$ cat config.mk
export PLATFORM = sky130hd
export DESIGN_NAME = lfsr_twinkle_flat
export DESIGN_NICKNAME = d
export VERILOG_FILES = /design/src/rtl/lfsr_twinkle_if.sv /design/src/rtl/lfsr_twinkle.sv /design/src/flat_wrapper.sv
export SDC_FILE = /design/constraint.sdc
export NUM_CORES = 1
export LEC_CHECK = 0
export CAP_MARGIN = 10
export CORE_ASPECT_RATIO = 0.9
export CORE_MARGIN = 2
export CORE_UTILIZATION = 55
export DETAILED_ROUTE_END_ITERATION = 8
export DONT_BUFFER_PORTS = 1
export PLACE_DENSITY = 0.7
export SLEW_MARGIN = 20
export SYNTH_ARGS = -nofsm -noshare
export SYNTH_HDL_FRONTEND = slang
export SYNTH_SLANG_ARGS = --single-unit
export TNS_END_PERCENT = 100
$ cat constraint.sdc
create_clock -name clk -period 3.8 [get_ports clk]
set_clock_uncertainty 0.2 [all_clocks]
set_input_delay 0.76 -clock clk [delete_from_list [all_inputs] [get_ports clk]]
set_output_delay 0.76 -clock clk [all_outputs]
set_load 0.05 [all_outputs]
$ cat src/rtl/lfsr_twinkle_if.sv
// Handshake/status bundle between the LFSR twinkle stage and its neighbours.
// master: LFSR/top-level side; slave: lfsr_twinkle.
interface lfsr_twinkle_if #(
  parameter int N_LEDS = 8
);
  logic              enable;
  logic [3:0]        lfsr;
  logic [N_LEDS-1:0] led;
  logic              busy;
  logic [3:0]        cur_idx;

  modport master (
    output enable, lfsr,
    input  led, busy, cur_idx
  );

  modport slave (
    input  enable, lfsr,
    output led, busy, cur_idx
  );
endinterface

$ cat src/rtl/lfsr_twinkle.sv
// Picks one LED from the LFSR word, fades it up, holds, fades down, then repeats.
// Optional macro TWINKLE_GAMMA_EN: quadratic PWM compare (level*level against a 2*PWM_BITS counter).
module lfsr_twinkle #(
  parameter int N_LEDS     = 8,
  parameter int PWM_BITS   = 4,
  parameter int TICK_DIV   = 1024,
  parameter int HOLD_TICKS = 8
) (
  input  logic          clk,
  input  logic          reset,
  lfsr_twinkle_if.slave bus
);

  localparam int PRE_W = (TICK_DIV > 2) ? $clog2(TICK_DIV) : 1;
  localparam int HC_W  = (HOLD_TICKS > 1) ? $clog2(HOLD_TICKS) : 1;
`ifdef TWINKLE_GAMMA_EN
  localparam int CNT_W = 2 * PWM_BITS;
`else
  localparam int CNT_W = PWM_BITS;
`endif

  localparam logic [PRE_W-1:0]    PRE_LAST  = PRE_W'(TICK_DIV - 1);
  localparam logic [HC_W-1:0]     HOLD_LAST = HC_W'(HOLD_TICKS - 1);
  localparam logic [PWM_BITS-1:0] LVL_MAX   = {PWM_BITS{1'b1}};

  typedef enum logic [1:0] {IDLE, RISE, HOLD, FALL} state_t;

  state_t              state, state_n;
  logic [PRE_W-1:0]    prescaler;
  logic [CNT_W-1:0]    pwm_cnt;
  logic [PWM_BITS-1:0] level, level_n;
  logic [HC_W-1:0]     hold_cnt, hold_n;
  logic [3:0]          cur_idx, idx_n;
  logic [3:0]          last_idx, last_n;
  logic                tick;
  logic [CNT_W-1:0]    thr;
  logic [N_LEDS-1:0]   lit_p0;

  // Fold the 4-bit word onto N_LEDS outputs and never repeat the previous LED.
  function automatic logic [3:0] pick_idx(input logic [3:0] word, input logic [3:0] last);
    logic [4:0] raw;
    raw = (5'(word) < 5'(N_LEDS)) ? 5'(word) : 5'(word) - 5'(N_LEDS);
    if (raw[3:0] == last) begin
      raw = (raw + 5'd1 == 5'(N_LEDS)) ? 5'd0 : raw + 5'd1;
    end
    return raw[3:0];
  endfunction

  assign tick = (prescaler == PRE_LAST);

  always_ff @(posedge clk or posedge reset) begin
    if (reset) begin
      prescaler <= '0;
      pwm_cnt   <= '0;
    end else begin
      prescaler <= tick ? '0 : prescaler + PRE_W'(1);
      pwm_cnt   <= pwm_cnt + CNT_W'(1);
    end
  end

  always_comb begin
    state_n = state;
    level_n = level;
    hold_n  = hold_cnt;
    idx_n   = cur_idx;
    last_n  = last_idx;
    if (tick) begin
      case (state)
        IDLE: begin
          if (bus.enable) begin
            idx_n   = pick_idx(bus.lfsr, last_idx);
            level_n = '0;
            state_n = RISE;
          end
        end
        RISE: begin
          level_n = level + PWM_BITS'(1);
          if (level_n == LVL_MAX) begin
            hold_n  = '0;
            state_n = HOLD;
          end
        end
        HOLD: begin
          if (hold_cnt == HOLD_LAST) state_n = FALL;
          else                       hold_n  = hold_cnt + HC_W'(1);
        end
        FALL: begin
          level_n = level - PWM_BITS'(1);
          if (level_n == '0) begin
            last_n  = cur_idx;
            state_n = IDLE;
          end
        end
        default: state_n = IDLE;
      endcase
    end
  end

  always_ff @(posedge clk or posedge reset) begin
    if (reset) begin
      state    <= IDLE;
      level    <= '0;
      hold_cnt <= '0;
      cur_idx  <= '0;
      last_idx <= '0;
    end else begin
      state    <= state_n;
      level    <= level_n;
      hold_cnt <= hold_n;
      cur_idx  <= idx_n;
      last_idx <= last_n;
    end
  end

  always_comb begin
`ifdef TWINKLE_GAMMA_EN
    thr = CNT_W'(level) * CNT_W'(level);
`else
    thr = level;
`endif
    lit_p0 = '0;
    for (int i = 0; i < N_LEDS; i++) begin
      lit_p0[i] = (state != IDLE) && (cur_idx == 4'(i)) && (pwm_cnt < thr);
    end
  end

  // p0 -> p1: registered LED drive
  always_ff @(posedge clk or posedge reset) begin
    if (reset) bus.led <= '0;
    else       bus.led <= lit_p0;
  end

  assign bus.busy    = (state != IDLE);
  assign bus.cur_idx = cur_idx;

endmodule

$ cat src/flat_wrapper.sv
// flat-port wrapper written by rule: the top's interface ports become plain ports
module lfsr_twinkle_flat 
#(
  parameter int N_LEDS     = 8,
  parameter int PWM_BITS   = 4,
  parameter int TICK_DIV   = 1024,
  parameter int HOLD_TICKS = 8
)
  (clk, reset, bus_enable, bus_lfsr, bus_led, bus_busy, bus_cur_idx);
  lfsr_twinkle_if #(.N_LEDS(N_LEDS)) bus_i ();
  input  logic clk;
  input  logic reset;
  input wire logic [$bits(bus_i.enable)-1:0] bus_enable;
  input wire logic [$bits(bus_i.lfsr)-1:0] bus_lfsr;
  output wire logic [$bits(bus_i.led)-1:0] bus_led;
  output wire logic [$bits(bus_i.busy)-1:0] bus_busy;
  output wire logic [$bits(bus_i.cur_idx)-1:0] bus_cur_idx;
  assign bus_i.enable = bus_enable;
  assign bus_i.lfsr = bus_lfsr;
  assign bus_led = bus_i.led;
  assign bus_busy = bus_i.busy;
  assign bus_cur_idx = bus_i.cur_idx;
  lfsr_twinkle #(.N_LEDS(N_LEDS), .PWM_BITS(PWM_BITS), .TICK_DIV(TICK_DIV), .HOLD_TICKS(HOLD_TICKS)) u_core (.clk(clk), .reset(reset), .bus(bus_i));
endmodule
Yosys cells after proc, flatten, opt, wreduce, memory -nomap -nowiden
Index checks and enable logic that the tools add are counted.
W data, S select, Z words.

storage, ports and cells
  register bits after elaboration = 39
  input port bits = 7
  logic and storage cells = 78

operators by class
  add/sub/neg operators = 7
  order comparisons = 2
  equality and inequality tests = 20
  mux-type cells = 14
  reductions and logical operators = 27

operators with widths
  kind                     number
  $eq A4 B3 Y1 const B     4
  $logic_and A1 B1 Y1      16
  $mux W4                  3
  $pmux W4 S3              1
  $add A10 B1 Y10 const B  1
  $eq A10 B10 Y1 const B   1
  $mux W10                 1
  $reduce_and A3 Y1        3
  $add A4 B1 Y4 const B    2
  $eq A4 B2 Y1 const B     2
  $logic_not A4 Y1         2
  $mux W2                  4
  $pmux W2 S4              1
  $mux W3                  2
  $ne A2 B1 Y1 const B     3
  $pmux W3 S2              1
  $add A5 B1 Y5 const B    1
  $eq A5 B4 Y1 const B     1
  $mux W5                  1
  $reduce_and A5 Y1        1
  $sub A4 B4 Y5 const B    1
  $eq A2 B2 Y1 const B     2
  $eq A4 B1 Y1 const B     1
  $eq A4 B4 Y1             1
  other kinds (12)         14

Logic depth before layout (Yosys ltp)
Gate-level depths: netlist of the first run.

  depth after elaboration = 6
  mapped depth = 8
  mapped depth without buffers = 7

Worst setup path after synthesis of the first run
No wires, ideal clock.

  kind = flip-flop to flip-flop
  from = reg u_core.level[0]
  to = reg u_core.last_idx[1]
  data arrival time = 1.941 ns
  required time = 3.475 ns
  path slack = 1.534 ns
  stages on the path, launching flop included = 9
  cell sequence = dfrtp_1 inv_1 ha_1 or2_2 o21ai_0 a32o_1 and3_1 buf_2 mux2_2

between the ends
  word-level cells in the longest chain between the ends = 3

RTL lines
  element                      RTL line             source
  start: declaration           lfsr_twinkle.sv:31   logic [PWM_BITS-1:0] level, level_n;
  start signal: assignment     lfsr_twinkle.sv:108  level <= level_n;
  $sub A4 B1 Y4                lfsr_twinkle.sv:88   level_n = level - PWM_BITS'(1);
  $logic_not A4 Y1             lfsr_twinkle.sv:89   if (level_n == '0) begin
  $reduce_and A3 Y1 (no line)  --
  end signal: assignment       lfsr_twinkle.sv:111  last_idx <= last_n;
  end: declaration             lfsr_twinkle.sv:34   logic [3:0] last_idx, last_n;

Every way passes these cells.
A chain may end at the register's enable or synchronous reset.

Worst setup path after layout of the first run
  from = reg u_core.level[0]
  to = reg u_core.last_idx[3]

The elaborated chain is that of the path after synthesis.

==> reports/results.ini, run 1 <==
[outcome]
outcome=finished, final reports clean

[clocking]
htreeDepth=2
cts.clk_slew.worst_paths_ns=0.08
cts_hold_buf=0
cts_tree=yes
clock-sinks=39
cts.path.max_buffers=2
worstSkewPairLatency_ns=0.28
cts-buffers-inserted=5
cts_root_buffer=clkbuf_8
post-cts-setup-buffers=0
ctsResizeCount=0

[timing]
rsz0062_at_grt=false
worstMarginPinSlew_ns=0.739
relSlewSlack=0.503
fin_crit_sh=0.669
finalSetupTns_ns=0
period_needed_ns=2.54
setup_viol=0
fmax_ghz=0.393
hold_violations=0
maxSlewViolCount=0

[synthesis]
ys_seq_area_frac=0.477
synth_cell_types=44
syn-num-nets=218
synth-async-reset-ratio=1.00
syn-cell-area_um2=2040
synthFlopType=dfrtp_1
synth_edf_count=0
synth.avg_cell_area_um2=10.5
synth-seq-cells=39
ys_warn_count=0
syn-instance-count=195

[global_route]
grt_usage=0.193
grt_max_degree=40
grt_pass1_wl_um=6110
grt_overflow=0
antenna_found_initial=0
grt_pass1_vias=1354

[floorplan]
coreArea_um2=3650
ios=20
die_x_um=68.3
start_util=0.560
row_count=21
die_h_um=61.8
die_area_um2=4220

[final_layout]
stdcell_count=246
final_util=0.591
area_growth_pct=5.63
antenna_cells=0
nNetsFinal=222
drive_gt1_frac=0.100
final_cell_mix=dfrtp_1 (39), nand2_1 (18), ha_1 (16)
layout_commonest_cell=dfrtp_1

[power_and_ir_drop]
p_sw_mw=0.148
powerDensity_nw_per_um2=322
p_clk_frac=0.383
ir_drop_uv=282
p_seq_frac=0.597
p_leak_nw=1.01
intPower_mw=0.548
pwr-share-comb=0.020
swShare=0.212
report.power.total_mw=0.695

[route]
avgViaCountPerCell=5.64
firstDrtPassIters=4
ant_nets=0
drc=0
wl_per_cell_um=15.4
wirelength_um=3790
drt_iter0_drc=90
vias=1387

[setup_path]
arrival_ns=2.51
rr_worst_depth=7
reg2reg_from=u_core.level[0]$_DFFE_PP0P_
end_kind=flop
cp_max_fo=9
reg2reg_to=u_core.last_idx[3]$_DFFE_PP0P_
crit_end=u_core.last_idx[3]$_DFFE_PP0P_
cp_data_required_time_ns=3.77
cp-startpoint=u_core.level[0]$_DFFE_PP0P_
startpoint_type=flop
crit_type=flop to flop
regToRegSetupSlack_ns=1.26

[placement]
place_inst=238
routabilityCongestion=0.827
dpl.hpwl_um=2830
port_buffers=0

[flow_run]
drv_cap=0

[hold_path]
hp-class=flop to flop

==> cells in the mapped netlist (3+ instances only) <==
| cell type | n | area share |
|---|---|---|
| and3_1 | 4 | 0.012 |
| dfrtp_1 | 39 | 0.48 |
| ha_1 | 16 | 0.098 |
| inv_1 | 13 | 0.024 |
| mux2_2 | 6 | 0.033 |
| mux2i_1 | 3 | 0.015 |
| nand2_1 | 18 | 0.033 |
| nand3_1 | 9 | 0.022 |
| nor2_1 | 14 | 0.026 |
| nor2b_1 | 3 | 0.0092 |
| nor3_1 | 6 | 0.015 |
| o21ai_0 | 13 | 0.032 |
| xnor2_1 | 7 | 0.030 |
| xor2_1 | 7 | 0.030 |
==> cells by family after synthesis <==
logic type                 Yosys count  share of synthesized area
and+or+nand+nor                     68                      0.168
buffers and inverters               17                     0.0392
AOI/OAI and AO/OA                   32                      0.110
DFF                                 39                      0.477
xor gates and xnor gates            14                     0.0600
muxes                                9                     0.0477
adders and majority gates           16                     0.0979
==> worst min-delay path by stage <==
| stage | depth (start not counted) | from | end | slack [ns] |
|---|---|---|---|---|
| global route | 1 | u_core.pwm_cnt[3]$_DFF_PP0_ | u_core.pwm_cnt[3]$_DFF_PP0_ | 0.30 |
| CTS | 1 | u_core.pwm_cnt[3]$_DFF_PP0_ | u_core.pwm_cnt[3]$_DFF_PP0_ | 0.29 |
| detailed placement | 1 | u_core.pwm_cnt[3]$_DFF_PP0_ | u_core.pwm_cnt[3]$_DFF_PP0_ | 0.27 |
| global placement | 1 | u_core.prescaler[8]$_DFF_PP0_ | u_core.prescaler[8]$_DFF_PP0_ | 0.25 |
| floorplan | 1 | u_core.pwm_cnt[0]$_DFF_PP0_ | u_core.pwm_cnt[0]$_DFF_PP0_ | 0.23 |
| finish | 1 | u_core.pwm_cnt[3]$_DFF_PP0_ | u_core.pwm_cnt[3]$_DFF_PP0_ | 0.28 |
==> per-stage QoR <==
step                      setup slack, ns  hold WS, ns  area (um2)
after floorplan                      1.53        0.234        2040
after global placement               1.36        0.254        2080
after detailed placement             1.30        0.270        2080
after CTS                            1.27        0.290        2160
after global routing                 1.12        0.301        2160
final                                1.26        0.285        2160
==> layout make-up <==
class	count	area (um2)
fill	303	1490
multi-input combinational	139	988
sequential	39	976
clock buffer	7	76.3
tap	46	57.6
inverter	13	48.8
timing repair buffer	1	7.51
clock inverter	1	5.00
==> routing by layer <==
layer / wire (um) / up-vias / global-route usage / share of wire
li1: - / 683 / - / -
met1: 1800 / 677 / 0.253 / 0.48
met2: 1810 / 25 / 0.320 / 0.48
met3: 153 / 2 / 0.0523 / 0.040
met4: 18 / 0 / 0.0514 / 0.0048
met5: 0 / - / 0 / 0
==> power groups by stage <==
stage	combinational, mW	clock, mW	sequential (mW)
3_5_place_dp	0.0149	0	0.423
3_3_place_gp	0.0140	0	0.423
2_1_floorplan	0.0109	0	0.423
5_1_grt	0.0168	0.286	0.415
4_1_cts	0.0148	0.271	0.415
6_report	0.0140	0.267	0.415
==> sequential cells by signal (all words and copies together) (netlist names) <==
| register | cells |
|---|---|
| u_core.state | 2 |
| u_core.bus.cur_idx | 4 |
| u_core.hold_cnt | 3 |
| u_core.bus.led | 8 |
| u_core.pwm_cnt | 4 |
| u_core.level | 4 |
| u_core.prescaler | 10 |
| u_core.last_idx | 4 |
==> worst max-delay path, stage by stage (launching register included) <==
cell and delay, ns:
dfrtp_1 0.52, inv_1 0.15, ha_1 0.28, or2_2 0.28, o21ai_0 0.14, a32o_1 0.23, and3_1 0.26, mux2_2 0.36
Power figures use the tool's default switching activity.
==> run 2: changes to the inputs <==
Clock period 3.8 ns to 2.6 ns, I/O delays scaled along.
==> run 2 against run 1 <==
  * Flip-flop and latch count stayed put
  * Global-route usage decreased by 0.36 points
  * Clock-buffer cell count decreased by 1
  * Critical path type unchanged
  * Critical endpoint is now u_core.last_idx[0]$_DFFE_PP0P_
  * Largest cell class unchanged
==> reports/results.ini, run 2 (same netlist as run 1, synthesis figures left out) <==
[setup_path]
cpPeakStageDelay_ns=0.36  ; -0.16 ns
cp_data_required_time_ns=2.58  ; -1.19 ns
rr_worst_depth=7  ; unchanged
crit_type=flop to flop
arrival_ns=2.27  ; -0.24 ns
crit_family=simple AND/OR/NAND/NOR gates
reg2reg_to=u_core.last_idx[0]$_DFFE_PP0P_
cp_max_fo=5  ; -4
cp_num_cells=7  ; unchanged
crit_end=u_core.last_idx[0]$_DFFE_PP0P_
startpoint_type=flop
regToRegSetupSlack_ns=0.31  ; -0.95 ns
cp_cell_sequence=inv_1 > ha_1 > or2_2 > o21ai_0 > a32o_1 > and3_1 > mux2_2
end_kind=flop
crit_buf_inv=1  ; unchanged
reg2reg_from=u_core.level[1]$_DFFE_PP0P_
cp-startpoint=u_core.level[1]$_DFFE_PP0P_
cp_slowest_cell=mux2_2

[final_layout]
largest_reg_flops=10  ; unchanged
layout_commonest_cell=dfrtp_1
drive_gt1_frac=0.127  ; +0.0275
nNetsFinal=227  ; +2.3%
area_growth_pct=7.77
regMostFlops=u_core.prescaler
final_cell_mix=dfrtp_1 (39), nand2_1 (18), ha_1 (16)
reg_top3=u_core.prescaler x10, u_core.bus.led x8
antenna_cells=0  ; unchanged
post-route-cell-area_um2=2200  ; +2.0%

[timing]
hold_violations=0  ; unchanged
fin_crit_sh=0.881  ; +0.212
finalSetupTns_ns=0  ; unchanged
period_needed_ns=2.29  ; -0.252 ns
fmax_ghz=0.437  ; +11%
setup_viol=0  ; unchanged
worstMarginPinSlew_ns=0.647  ; -0.0916 ns
rsz0062_at_grt=false
relSlewSlack=0.569  ; +0.0656
fin_ws_ns=0.310  ; -0.948 ns
maxSlewViolCount=0  ; unchanged

[floorplan]
die_x_um=68.3  ; unchanged
ios=20  ; unchanged
coreArea_um2=3650  ; unchanged
die_h_um=61.8  ; unchanged
row_count=21  ; unchanged
die_area_um2=4220  ; unchanged
start_util=0.560  ; unchanged

[clocking]
cts_tree=yes
cts-buffers-inserted=5  ; unchanged
cts.path.max_buffers=2  ; unchanged
worstSkewPairLatency_ns=0.29  ; about the same
cts_root_buffer=clkbuf_8
htreeDepth=2  ; unchanged
ctsResizeCount=0  ; unchanged
post-cts-setup-buffers=0  ; unchanged
cts_hold_buf=0  ; unchanged
cts.clk_slew.worst_paths_ns=0.08  ; about the same
clock-sinks=39  ; unchanged

[route]
wirelength_um=3800  ; +0.34%
firstDrtPassIters=4  ; unchanged
avgViaCountPerCell=5.60  ; -0.75%
vias=1399  ; +0.87%
drc=0  ; unchanged
drt_iter0_drc=50  ; -44%
wl_per_cell_um=15.2  ; -1.3%
ant_nets=0  ; unchanged

[flow_run]
drv_cap=0  ; unchanged

[placement]
place_area_um2=2120  ; +1.8%
port_buffers=0  ; unchanged
dpl.hpwl_um=2750  ; -3.1%
routabilityCongestion=0.763  ; -7.7%
dp_slack_ns=0.308  ; -0.994 ns

[global_route]
antenna_found_initial=0  ; unchanged
grt_pass1_wl_um=5800  ; -5.2%
grt_usage=0.190  ; -0.00365
grt_overflow=0  ; unchanged
grt_pass1_vias=1267  ; -6.4%
grt_max_degree=40  ; unchanged

[outcome]
outcome=finished, final reports clean

[hold_path]
hp-class=input pin to async pin

[power_and_ir_drop]
powerDensity_nw_per_um2=474  ; +47%
ir_drop_uv=354  ; +26%
p_leak_nw=1.04  ; +3.0%

-- run 2: changes by cell type in the layout (fill, tap and decap cells not counted) --
cell,change
buf_4,+5
clkbuf_1,-2
clkbuf_8,+1
-- run 2: routing by layer --
| layer | GRT usage | routed length [um] | up-vias |
|---|---|---|---|
| met1 | 0.242 | 1750 | 679 |
| met5 | 0 | 0 | - |
| met2 | 0.301 | 1850 | 22 |
| met3 | 0.0595 | 141 | 7 |
| met4 | 0.0800 | 59 | 0 |
| li1 | - | - | 691 |
-- run 2: power breakdown --
group	switching (mW)	leakage [nW]	total, mW	internal (mW)
combinational	0.0148	0.473	0.0213	0.00645
sequential	0	0.521	0.606	0.606
clock	0.209	0.0470	0.417	0.208
-- run 2: how the worst min path moves through the flow --
stage / start / endpoint / slack (ns) / cells after the start
2_1_floorplan: u_core.pwm_cnt[0]$_DFF_PP0_ / u_core.pwm_cnt[0]$_DFF_PP0_ / 0.23 / 1
3_3_place_gp: u_core.prescaler[8]$_DFF_PP0_ / u_core.prescaler[8]$_DFF_PP0_ / 0.26 / 1
3_5_place_dp: u_core.prescaler[8]$_DFF_PP0_ / u_core.prescaler[8]$_DFF_PP0_ / 0.26 / 1
4_1_cts: reset / u_core.bus.led[3]$_DFF_PP0_ / 0.04 / 2
5_1_grt: reset / u_core.bus.led[5]$_DFF_PP0_ / 0.08 / 2
6_report: reset / u_core.bus.led[2]$_DFF_PP0_ / 0.02 / 2
-- run 2: area by class of cell --
| cell class | count | area [um2] |
|---|---|---|
| clock buffer | 6 | 82.6 |
| tap | 46 | 57.6 |
| multi-input combinational | 139 | 988 |
| inverter | 13 | 48.8 |
| timing repair buffer | 6 | 45.0 |
| sequential | 39 | 976 |
| clock inverter | 1 | 5.00 |
| fill | 321 | 1450 |
-- run 2: stage by stage --
step | std cells | total power [mW] | utilization | hold slack (ns)
after floorplan | 195 | 0.634 | - | 0.234
after global placement | 243 | 0.639 | 0.579 | 0.257
after detailed placement | 243 | 0.640 | 0.579 | 0.260
after CTS | 250 | 1.05 | 0.603 | 0.0409
after global routing | 250 | 1.08 | 0.603 | 0.0780
final | 250 | 1.04 | 0.603 | 0.0224
